File: src/rtl/pipe_pkg.sv
// Shared definitions for the MiniSys pipeline sequencing controller:
// stage indices, divider FSM states, exception vector and small helpers.
package pipe_pkg;

    localparam int STG_PC    = 0;
    localparam int STG_IFID  = 1;
    localparam int STG_IDEX  = 2;
    localparam int STG_EXMEM = 3;
    localparam int STG_MEMWB = 4;
    localparam int NUM_STG   = 5;

    localparam logic [31:0] EXC_VECTOR_DEF = 32'h0000_0004;

    typedef enum logic [1:0] {
        ST_IDLE     = 2'd0,
        ST_DIV_BUSY = 2'd1,
        ST_DIV_DONE = 2'd2
    } div_state_e;

    function automatic logic [31:0] sat_inc32(input logic [31:0] v);
        return (v == 32'hFFFF_FFFF) ? v : (v + 32'd1);
    endfunction

    // Builds a per-stage control vector so bit positions come from the stage indices.
    function automatic logic [NUM_STG-1:0] stage_mask(input logic pc, input logic ifid,
                                                      input logic idex, input logic exmem,
                                                      input logic memwb);
        logic [NUM_STG-1:0] m;
        m            = {NUM_STG{1'b0}};
        m[STG_PC]    = pc;
        m[STG_IFID]  = ifid;
        m[STG_IDEX]  = idex;
        m[STG_EXMEM] = exmem;
        m[STG_MEMWB] = memwb;
        return m;
    endfunction

endpackage

File: src/rtl/pipe_ctrl_div_window.sv
// Divider stall window: a three-state FSM with a down-counter that keeps EX
// held for DIV_CYCLES cycles and then pulses div_done for one cycle.
module pipe_ctrl_div_window
    import pipe_pkg::*;
#(
    parameter int DIV_CYCLES = 32
) (
    input  logic clk_i,
    input  logic rst_i,
    input  logic div_start_i,
    input  logic exc_i,
    output logic in_window_o,
    output logic div_busy_o,
    output logic div_done_o
);

    localparam int               CNT_W    = 8;
    localparam logic [CNT_W-1:0] CNT_LOAD = CNT_W'(DIV_CYCLES - 2);
    localparam logic [CNT_W-1:0] CNT_ZERO = {CNT_W{1'b0}};
    localparam logic [CNT_W-1:0] CNT_ONE  = {{(CNT_W-1){1'b0}}, 1'b1};

    div_state_e       state_q, state_d;
    logic [CNT_W-1:0] cnt_q, cnt_d;

    // Next-state and counter logic; an exception aborts the window from any state.
    always_comb begin
        state_d = state_q;
        cnt_d   = cnt_q;
        if (exc_i) begin
            state_d = ST_IDLE;
            cnt_d   = CNT_ZERO;
        end else begin
            case (state_q)
                ST_IDLE: begin
                    if (div_start_i) begin
                        state_d = ST_DIV_BUSY;
                        cnt_d   = CNT_LOAD;
                    end else begin
                        state_d = ST_IDLE;
                        cnt_d   = CNT_ZERO;
                    end
                end
                ST_DIV_BUSY: begin
                    if (cnt_q == CNT_ZERO) begin
                        state_d = ST_DIV_DONE;
                        cnt_d   = CNT_ZERO;
                    end else begin
                        state_d = ST_DIV_BUSY;
                        cnt_d   = cnt_q - CNT_ONE;
                    end
                end
                // The div that triggered the window is still in EX here, so its start is ignored.
                ST_DIV_DONE: begin
                    state_d = ST_IDLE;
                    cnt_d   = CNT_ZERO;
                end
                default: begin
                    state_d = ST_IDLE;
                    cnt_d   = CNT_ZERO;
                end
            endcase
        end
    end

    // State and counter registers.
    always_ff @(posedge clk_i or posedge rst_i) begin
        if (rst_i) begin
            state_q <= ST_IDLE;
            cnt_q   <= CNT_ZERO;
        end else begin
            state_q <= state_d;
            cnt_q   <= cnt_d;
        end
    end

    assign div_busy_o  = (state_q == ST_DIV_BUSY);
    assign div_done_o  = (state_q == ST_DIV_DONE);
    assign in_window_o = div_busy_o | ((state_q == ST_IDLE) & div_start_i);

endmodule

File: src/rtl/pipe_ctrl.sv
// Pipeline sequencing controller: prioritises exception, divider, load-use and
// branch requests into hold/bubble vectors and counts PC-stall cycles.
module pipe_ctrl
    import pipe_pkg::*;
#(
    parameter int          DIV_CYCLES = 32,
    parameter logic [31:0] EXC_VECTOR = EXC_VECTOR_DEF
) (
    input  logic        clk,
    input  logic        rst,
    input  logic        stallreq_id,
    input  logic        branch_id,
    input  logic        div_start_ex,
    input  logic        exc_mem,
    output logic [4:0]  stall,
    output logic [4:0]  flush,
    output logic [31:0] exc_pc,
    output logic        div_busy,
    output logic        div_done,
    output logic [31:0] stall_cnt
);

    logic        in_window_s;
    logic [4:0]  stall_s, flush_s;
    logic [31:0] stall_cnt_q, stall_cnt_d;

    pipe_ctrl_div_window #(
        .DIV_CYCLES(DIV_CYCLES)
    ) u_div_window (
        .clk_i      (clk),
        .rst_i      (rst),
        .div_start_i(div_start_ex),
        .exc_i      (exc_mem),
        .in_window_o(in_window_s),
        .div_busy_o (div_busy),
        .div_done_o (div_done)
    );

    // Fixed-priority request encoder; lower-priority requests are simply dropped.
    always_comb begin
        stall_s = 5'b00000;
        flush_s = 5'b00000;
        if (rst) begin
            stall_s = 5'b00000;
            flush_s = 5'b00000;
        end else if (exc_mem) begin
            stall_s = stage_mask(1'b0, 1'b0, 1'b0, 1'b0, 1'b0);
            flush_s = stage_mask(1'b1, 1'b1, 1'b1, 1'b1, 1'b1);
        end else if (in_window_s) begin
            stall_s = stage_mask(1'b1, 1'b1, 1'b1, 1'b0, 1'b0);
            flush_s = stage_mask(1'b0, 1'b0, 1'b0, 1'b1, 1'b0);
        end else if (stallreq_id) begin
            stall_s = stage_mask(1'b1, 1'b1, 1'b0, 1'b0, 1'b0);
            flush_s = stage_mask(1'b0, 1'b0, 1'b1, 1'b0, 1'b0);
        end else if (branch_id) begin
            stall_s = stage_mask(1'b0, 1'b0, 1'b0, 1'b0, 1'b0);
            flush_s = stage_mask(1'b0, 1'b1, 1'b0, 1'b0, 1'b0);
        end else begin
            stall_s = 5'b00000;
            flush_s = 5'b00000;
        end
    end

    // Saturating stall-cycle counter.
    always_comb begin
        if (stall_s[STG_PC]) begin
            stall_cnt_d = sat_inc32(stall_cnt_q);
        end else begin
            stall_cnt_d = stall_cnt_q;
        end
    end

    // Stall-counter register.
    always_ff @(posedge clk or posedge rst) begin
        if (rst) begin
            stall_cnt_q <= 32'h0000_0000;
        end else begin
            stall_cnt_q <= stall_cnt_d;
        end
    end

    assign stall     = stall_s;
    assign flush     = flush_s;
    assign exc_pc    = flush_s[STG_PC] ? EXC_VECTOR : 32'h0000_0000;
    assign stall_cnt = stall_cnt_q;

endmodule
File: config.mk
export PLATFORM = sky130hd
export DESIGN_NAME = pipe_ctrl
export DESIGN_NICKNAME = d
export VERILOG_FILES = /design/src/rtl/pipe_pkg.sv /design/src/rtl/pipe_ctrl_div_window.sv /design/src/rtl/pipe_ctrl.sv
export SDC_FILE = /design/constraint.sdc
export NUM_CORES = 1
export LEC_CHECK = 0
export CAP_MARGIN = 10
export CELL_PAD_IN_SITES_DETAIL_PLACEMENT = 1
export CELL_PAD_IN_SITES_GLOBAL_PLACEMENT = 2
export CORE_MARGIN = 5
export CORE_UTILIZATION = 24
export DETAILED_ROUTE_END_ITERATION = 8
export PLACE_DENSITY_LB_ADDON = 0.1
export SYNTH_ARGS = -nofsm -noshare
export SYNTH_HDL_FRONTEND = slang
export SYNTH_SLANG_ARGS = --single-unit
File: constraint.sdc
create_clock -name clk -period 2.9 [get_ports clk]
set_input_delay 0.725 -clock clk [delete_from_list [all_inputs] [get_ports clk]]
set_output_delay 0.725 -clock clk [all_outputs]
set_load 0.1 [all_outputs]
==> metrics.cfg <==
[run_status]
outcome = completed

[synthesis]
synth.avg_cell_area_um2 = 9.80
synthMuxAreaShare_pct = 0.467
async_flop_share_pct = 100
synth-compound-area-share_pct = 3.84
synth_cell_types = 35
synthSimpleGateAreaFrac_pct = 23.6
netlist_instances = 246
synth-seq-area-share_pct = 43.6
synth_ff_type = dfrtp_1
synth_edf_count = 0
synth_top_family_by_area = simple AND/OR/NAND/NOR gates
synth_fa_ha_area_share_pct = 1.56
synth_xor_xnor_area_share_pct = 13.4
yosys_warnings = 0
synth-seq-cells = 42
synth_area_um2 = 2410

[clocking]
cts_tree = yes
cts_buffer_depth = 2
path_clk_slew_ps = 80
ctsHtreeMaxLevel = 2
root_buffer = clkbuf_8
numClockSinks = 42
ctsHoldBuffers = 0
cts_made_buffers = 5
insertion_delay_ps = 290

[sta]
rsz0062_at_grt = false
skew_ps = 7.22
tightest_slew_ps = 561
drv_slew = 0
final_hold_viol_count = 0
max_freq_mhz = 372
finalCritPeriodShare_pct = 92.7
min_period_ps = 2690
fin_ws_ps = 212
slew_headroom_pct = 62.2
setup_viol = 0

[detailed_routing]
drtAntennaViolNets = 0
vias = 1895
vias_per_cell = 4.32
routed_wl_um = 6370
first_pass_iters = 5
drt-initial-drc-count = 26
drcViolationCount = 0
avgRoutedWirePerCell_um = 14.5

[worst_setup_path]
slowest_stage = clkdlybuf4s50_1
path_cells = clkdlybuf4s50_1 > o21ba_2 > o41ai_2 > buf_12
critical-path-max-stage-delay_ps = 440
start_kind = input port
crit_required_ps = 2170
worst_ep_arrival_time_ps = 1960
criticalPathCategory = in -> out
r2r_cells = 6
critPathMaxFanout = 3
crit_path_end_kind = primary output

[placement]
dp_cells = 432
gp_congestion = 0.688
dp_slack_ps = 72.1
portBuffers = 48
hpwl_um = 4980

[die]
floorplan.core_area_um2 = 9770
start_util_pct = 24.7
rows = 36
die_area_um2 = 12100
die_height_um = 110
die_w_um = 110
num_io_pins = 82

[layout]
layout_common_cells = buf_4 (46), dfrtp_1 (42), conb_1 (33)
drive_gt1_share_pct = 24.5
final_common_cell = buf_4
final_cells = 439
antenna_cells = 0
fin_util_pct = 31.7
area_growth_pct = 28.6
fillers = 1157
nNetsFinal = 315

[grt]
grt_start_max_net_pins = 26
grtUsageTotal_pct = 10.8
overflow = 0
grt_pass1_vias = 1992
grt_antenna_before_repair = 0
grt_pass1_wl_um = 10300

[pwr]
power.density_nw_per_um2 = 611
p_leak_nw = 1.41
vdd_drop_max_uv = 641

[min_path]
hp-class = reg -> reg
hold_depth = 1

[flow_run]
max_cap_viol_count = 0

-- final timing paths --
| path | startpoint | slack (ps) | end |
|---|---|---|---|
| setup / recovery | div_start_ex | 210 | flush[1] |
| hold / removal | stall_cnt[10] | 490 | stall_cnt[10] |
| setup reg to reg | stall_cnt[11] | 800 | stall_cnt[1] |
| hold reg to reg | stall_cnt[10] | 490 | stall_cnt[10] |
| max in group asynchronous | rst | 1890 | stall_cnt[5] |
| min in group asynchronous | rst | 710 | stall_cnt[23] |
-- registers in the layout, indices dropped and copies added (netlist names) --
name,count
u_div_window.cnt_q,8
stall_cnt,32
u_div_window.state_q,2
-- power breakdown --
group          switching [mW]  leakage, nW  total, mW  internal (mW)
clock                   0.200       0.0383      0.366          0.166
combinational           0.650        0.800      0.821          0.171
sequential             0.0729        0.573      0.704          0.631
total                   0.923         1.41       1.89          0.969
-- Yosys cell counts (2+ instances only) --
library cell,number,area share (%)
ha_1,3,1.6
a21oi_1,2,0.42
nand3_1,17,3.5
inv_1,9,1.4
and3_1,2,0.52
xor2_1,8,2.9
nor4b_1,2,0.73
nor3b_1,3,0.93
xnor2_1,29,11
o21a_1,4,1.2
dfrtp_1,42,44
nor2b_1,2,0.52
nor3_1,14,2.9
nor2_1,13,2.0
nand2_1,19,3.0
buf_4,37,12
nand4_1,18,4.7
nor4_1,5,1.3
-- through the flow --
step	hold slack, ps	setup TNS (ps)	power [mW]	cell area, um2
CTS	504	0	1.92	3100
global placement	487	0	1.54	3020
finish	495	0	1.89	3100
floorplan	477	-1030	1.41	2570
global route	533	0	1.99	3100
detailed placement	488	0	1.54	3020
-- layout make-up --
cell class              instances  area, um2  area share [%]
multi-input cells             188       1180            38.2
flip-flops and latches         42       1050            33.9
repair buffers                 60        578            18.7
well taps                     133        166            5.37
clock buffers                   7       76.3            2.46
inverters                       9       41.3            1.33
-- cell families after synthesis --
kind of cell / count (synthesis)
other: 1
flip-flops: 42
buffers and inverters: 48
AND/OR/NAND/NOR: 102
adder cells (fa/ha/maj): 3
multiplexers: 1
AO/OA/AOI/OAI: 12
XOR/XNOR: 37
-- routing by layer --
layer | track usage [%] | part of all wire, % | wire length, um | up-vias
met5 | 0 | 0 | 0 | -
met4 | 3.43 | 1.1 | 71 | 0
met3 | 1.69 | 4.3 | 272 | 4
met2 | 17.4 | 47 | 2970 | 59
met1 | 15.0 | 48 | 3050 | 935
li1 | - | - | - | 897
-- critical path, delay by kind of cell --
family                 cells  cell delay, ps
AO/OA/AOI/OAI              2             560
buffers and inverters      2             670
-- repair_timing --
item,CTS,global route
resized for setup,0,1
setup endpoints to repair,0,3
buffers inserted,0,0
No activity file was read; power rests on OpenSTA's default activity.
